**src/rtl/pixel_spi_loader.sv**
```systemverilog
// rtl/pixel_spi_loader.sv - SPI-slave byte loader feeding the circular pixel buffer
// Deserialises MOSI bytes, strobes each into the buffer and holds off once a full image is stored.
module pixel_spi_loader #(
  parameter int NUM_BYTES  = 72,
  parameter int DATA_WIDTH = 8
) (
  input  logic                           clk,
  input  logic                           n_rst,
  input  logic                           sclk,
  input  logic                           ss_n,
  input  logic                           mosi,
  input  logic                           image_ack,
  output logic [DATA_WIDTH-1:0]          spi_in,
  output logic                           write_en,
  output logic                           shift_SPI,
  output logic                           image_ready,
  output logic                           overrun,
  output logic [$clog2(NUM_BYTES+1)-1:0] byte_count
);

  localparam int CW = $clog2(NUM_BYTES + 1);
  localparam int BW = $clog2(DATA_WIDTH);
  localparam logic [CW-1:0] FULL_CNT = CW'(NUM_BYTES);
  localparam logic [CW-1:0] CNT_ONE  = CW'(1);
  localparam logic [BW-1:0] LAST_BIT = BW'(DATA_WIDTH - 1);

  typedef enum logic [1:0] {IDLE, RECV, WRITE, FULL} state_t;

  logic [1:0]            r_sclk_s;
  logic [1:0]            r_ss_s;
  logic [1:0]            r_mosi_s;
  logic                  r_sclk_q;
  logic [DATA_WIDTH-1:0] r_shreg;
  logic [BW-1:0]         r_bit_cnt;
  logic                  r_byte_done;
  logic [DATA_WIDTH-1:0] r_spi_in;
  logic                  r_write_en;
  logic                  r_image_ready;
  logic                  r_overrun;
  logic [CW-1:0]         r_byte_count;
  state_t                r_state;

  logic w_sclk_rise;
  logic w_ss_high;
  logic w_shift;

  assign w_sclk_rise = r_sclk_s[1] & ~r_sclk_q;
  assign w_ss_high   = r_ss_s[1];
  assign w_shift     = w_sclk_rise & ~w_ss_high;

  assign spi_in      = r_spi_in;
  assign write_en    = r_write_en;
  assign shift_SPI   = r_write_en;
  assign image_ready = r_image_ready;
  assign overrun     = r_overrun;
  assign byte_count  = r_byte_count;

  // Idle values of the synchronisers match a deselected, quiet bus.
  always_ff @(posedge clk or negedge n_rst) begin
    if (!n_rst) begin
      r_sclk_s <= 2'b00;
      r_ss_s   <= 2'b11;
      r_mosi_s <= 2'b00;
      r_sclk_q <= 1'b0;
    end else begin
      r_sclk_s <= {r_sclk_s[0], sclk};
      r_ss_s   <= {r_ss_s[0], ss_n};
      r_mosi_s <= {r_mosi_s[0], mosi};
      r_sclk_q <= r_sclk_s[1];
    end
  end

  always_ff @(posedge clk or negedge n_rst) begin
    if (!n_rst) begin
      r_shreg     <= '0;
      r_bit_cnt   <= '0;
      r_byte_done <= 1'b0;
    end else begin
      r_byte_done <= w_shift && (r_bit_cnt == LAST_BIT);
      if (w_ss_high) begin
        r_bit_cnt <= '0;
      end else if (w_sclk_rise) begin
        r_shreg   <= {r_shreg[DATA_WIDTH-2:0], r_mosi_s[1]};
        r_bit_cnt <= (r_bit_cnt == LAST_BIT) ? '0 : r_bit_cnt + BW'(1);
      end
    end
  end

  always_ff @(posedge clk or negedge n_rst) begin
    if (!n_rst) begin
      r_state       <= IDLE;
      r_spi_in      <= '0;
      r_write_en    <= 1'b0;
      r_image_ready <= 1'b0;
      r_overrun     <= 1'b0;
      r_byte_count  <= '0;
    end else begin
      r_write_en <= 1'b0;
      case (r_state)
        IDLE, RECV: begin
          if (r_byte_done) begin
            r_write_en   <= 1'b1;
            r_spi_in     <= r_shreg;
            r_byte_count <= r_byte_count + CNT_ONE;
            r_state      <= WRITE;
          end else begin
            r_state <= w_ss_high ? IDLE : RECV;
          end
        end
        WRITE: begin
          if (r_byte_count == FULL_CNT) begin
            r_image_ready <= 1'b1;
            r_state       <= FULL;
          end else begin
            r_state <= w_ss_high ? IDLE : RECV;
          end
        end
        FULL: begin
          // The ack rearms first, so a byte landing with it starts the next image.
          if (image_ack) begin
            r_image_ready <= 1'b0;
            r_overrun     <= 1'b0;
            if (r_byte_done) begin
              r_write_en   <= 1'b1;
              r_spi_in     <= r_shreg;
              r_byte_count <= CNT_ONE;
              r_state      <= WRITE;
            end else begin
              r_byte_count <= '0;
              r_state      <= w_ss_high ? IDLE : RECV;
            end
          end else if (r_byte_done) begin
            r_overrun <= 1'b1;
          end
        end
        default: r_state <= IDLE;
      endcase
    end
  end

endmodule

```
**config.mk**
```make
export PLATFORM = sky130hd
export DESIGN_NAME = pixel_spi_loader
export DESIGN_NICKNAME = d
export VERILOG_FILES = /design/src/rtl/pixel_spi_loader.sv
export SDC_FILE = /design/constraint.sdc
export NUM_CORES = 1
export LEC_CHECK = 0
export BUFFER_PORTS_ARGS = -buffer_cell sky130_fd_sc_hd__clkbuf_2
export CAP_MARGIN = 20
export CELL_PAD_IN_SITES_DETAIL_PLACEMENT = 0
export CELL_PAD_IN_SITES_GLOBAL_PLACEMENT = 1
export CORE_ASPECT_RATIO = 1.2
export CORE_MARGIN = 10
export CORE_UTILIZATION = 25
export DETAILED_ROUTE_END_ITERATION = 12
export HOLD_SLACK_MARGIN = 0.1
export PLACE_DENSITY_LB_ADDON = 0.1
export SLEW_MARGIN = 20
export SYNTH_ARGS = -nofsm -noshare
export SYNTH_HDL_FRONTEND = slang
export SYNTH_SLANG_ARGS = --single-unit
```
**constraint.sdc**
```tcl
create_clock -name clk -period 1.6 [get_ports clk]
set_clock_uncertainty 0.1 [all_clocks]
set_input_delay 0.08 -clock clk [delete_from_list [all_inputs] [get_ports clk]]
set_output_delay 0.08 -clock clk [all_outputs]
set_load 0.01 [all_outputs]
```
==> impl_metrics.json <==
{
  "timing.critical_path.fanout_max": 8,
  "cts_num_sinks": 39,
  "die_height_um": 108,
  "dr.first_iter.drc_count": 35,
  "post-route-cell-area_um2": 2020,
  "total_power_mw": 2.04,
  "start_util": 0.262,
  "clock_insertion_delay_worst_skew_ns": 0.29,
  "fmaxAchievable_mhz": 669,
  "vdd_drop_max_uv": 491,
  "timing.slew.headroom": 0.709,
  "critical_path_startpoint_category": "register",
  "postSynth.topFlopCell": "sky130_fd_sc_hd__dfrtp_1",
  "ys_seq_area_frac": 0.609,
  "cts-root-buf": "sky130_fd_sc_hd__clkbuf_8",
  "leakagePower_nw": 1.02,
  "wl_per_cell_um": 13.4,
  "setup_violations": 0,
  "final_layout_size_suffix_gt1_frac": 0.414,
  "worst_setup_path_end_kind": "register",
  "rsz0062_at_grt": "true",
  "ys_top_cells_by_count": "sky130_fd_sc_hd__dfrtp_1 (37), sky130_fd_sc_hd__mux2_2 (16), sky130_fd_sc_hd__nand2_1 (8)",
  "hp-class": "in -> async",
  "post_synth.cell_area_avg_um2": 13.3,
  "netlist-cell-type-count": 32,
  "critical_path_class": "reg -> reg",
  "status": "finished, final reports clean",
  "layout_min_cycle_time_ns": 1.49,
  "global_route.overflow_total": 0,
  "crit_required_ns": 1.72,
  "area_growth_from_synthesis_to_final_layout_pct": 25.4,
  "cts_setup_buffers": 0,
  "cts.reportedPaths.clkPinSlew_ns": 0.08,
  "die-area_um2": 10100,
  "ctsLongestPathBuffers": 2,
  "tritoncts_clock_tree": "built",
  "core_region_area_um2": 6130,
  "cts_htree_levels": 2,
  "wl_um": 3270,
  "grt_pass1_wl_um": 5780,
  "hold_viol": 0,
  "worstMarginPinSlew_ns": 0.437,
  "antenna_violating_nets_post_route": 0,
  "grt_max_degree": 25,
  "finalCoreUtilization": 0.329,
  "core.rowCount": 31,
  "met3_usage_in_global_routing": 0.0286,
  "ys_seq_elements": 39,
  "port-buffer-count": 24,
  "timing.max_cap.violations": 0,
  "area_share_of_the_largest_cell_type_after_synthesis": 0.576,
  "grt_busiest_layer": "met2",
  "syn-instance-count": 121,
  "placed_area_um2": 1880,
  "io_pins": 25,
  "first_global_vias": 1128,
  "dr_total_vias": 1054,
  "avgViaCountPerCell": 4.32,
  "post_synth_instance_area_um2": 1610,
  "postSynth.asyncResetShare": 1.00,
  "chipWidth_um": 93.2,
  "setup_slack_ns": 0.105,
  "synthDominantAreaCellType": "sky130_fd_sc_hd__dfrtp_1",
  "final_max_slew_viol_count": 0,
  "placement.setup.worst_slack_ns": 0.0474,
  "pwr_density_cell_nw_per_um2": 1010,
  "layout_worst_path_cycle_share": 0.934,
  "synth_enable_flop_cells": 0,
  "synth_most_common_cell": "sky130_fd_sc_hd__dfrtp_1",
  "data_arrival_time_of_the_worst_path_ns": 1.61,
  "antenna_violations_before_repair": 0,
  "grt_util_met1": 0.0842,
  "post-dp-hpwl_um": 2440,
  "groute.layer.met2.usage": 0.114,
  "n_antenna_cell": 0,
  "synth.top_cells.by_area": "sky130_fd_sc_hd__dfrtp_1 (58%), sky130_fd_sc_hd__mux2_2 (11%), sky130_fd_sc_hd__dfstp_2 (3.3%)",
  "routabilityCongestion": 0.752,
  "post-route-drc-count": 0,
  "final_net_count": 171,
  "yosysWarningCount": 0,
  "total_negative_slack_for_setup_checks_ns": 0,
  "synth_nets": 131,
  "grt_util_all_layers": 0.0727,
  "detailedRoute.firstPassIterationCount": 4,
  "numCtsBuffers": 5
}
==> metrics by stage <==
step / hold WS (ns) / cells
floorplan: -0.316 / 121
global placement: -0.0549 / 232
detailed placement: -0.0571 / 232
CTS: 0.154 / 244
global route: 0.181 / 244
finish: 0.164 / 244
==> registers in the layout, indices dropped and copies added (netlist names) <==
signal and flops:
r_state 2, spi_in 8, overrun 1, r_mosi_s 2, byte_count 7, image_ready 1, r_sclk_s 2, r_sclk_q 1
r_bit_cnt 3, r_ss_s 2, r_byte_done 1, shift_SPI 1, r_shreg 8
==> per-layer routing <==
metal | wire [um] | part of all wire | vias to the layer above
met1 | 1550 | 0.47 | 525
li1 | - | - | 501
met2 | 1520 | 0.46 | 24
met3 | 161 | 0.049 | 4
met5 | 0 | 0 | -
met4 | 41 | 0.013 | 0
==> path summary, 6_finish.rpt <==
path	start	cells past startpoint	slack, ns	endpoint
max	r_byte_done	3	0.11	byte_count[5]
min	n_rst	2	0.16	overrun
max reg2reg	r_byte_done	3	0.11	byte_count[5]
min reg2reg	r_mosi_s[0]	0	0.25	r_mosi_s[1]
max in group asynchronous	n_rst	3	0.75	r_state[1]
min in group clk	image_ack	4	0.16	r_state[1]
==> cell families (layout without fill, tap and decap cells) <==
family / after synthesis / in the layout / share of synthesized area
and+or+nand+nor: 33 / 33 / 0.121
muxes: 21 / 21 / 0.143
buffers and inverters: 9 / 50 / 0.0311
xor gates and xnor gates: 1 / 1 / 0.00545
DFF: 39 / 39 / 0.609
AOI/OAI and AO/OA: 14 / 14 / 0.0591
adders and majority gates: 4 / 4 / 0.0311
==> cells in the final DEF (no fill, tap or decap), drive strengths merged, types with 4 or more instances in the layout <==
cell         Yosys  routed
nand2            9       9
nor2             8       8
buf              3       9
ha               4       4
dlygate4sd3      0       4
mux2i            5       5
inv              5       5
dfrtp           37      37
clkbuf           1      29
mux2            16      16
==> report_power, final <==
group	leakage [nW]	internal (mW)	switching (mW)
combinational	0.481	0.121	0.0849
sequential	0.499	1.10	0.0801
clock	0.0402	0.303	0.353
total	1.02	1.52	0.518
==> critical path: stages (launching register included) <==
cell,delay (ns)
sky130_fd_sc_hd__dfrtp_1,0.60
sky130_fd_sc_hd__nand2b_4,0.07
sky130_fd_sc_hd__or4_1,0.50
sky130_fd_sc_hd__a21oi_1,0.15
==> final cells by class <==
| type | count | area, um^2 |
|---|---|---|
| clock inverters | 3 | 20.0 |
| clock buffers | 5 | 68.8 |
| repair buffers | 37 | 240 |
| well taps | 82 | 103 |
| inverters | 5 | 18.8 |
| multi-input cells | 73 | 586 |
| flip-flops and latches | 39 | 980 |
| fillers | 645 | 4110 |
==> what timing repair did <==
action	CTS	global route
resized for setup	0	2
endpoints found under the hold margin	42	0
endpoints found under the setup margin	0	8
hold buffers	4	0
Note: power is estimated with default switching activity, not from simulation.
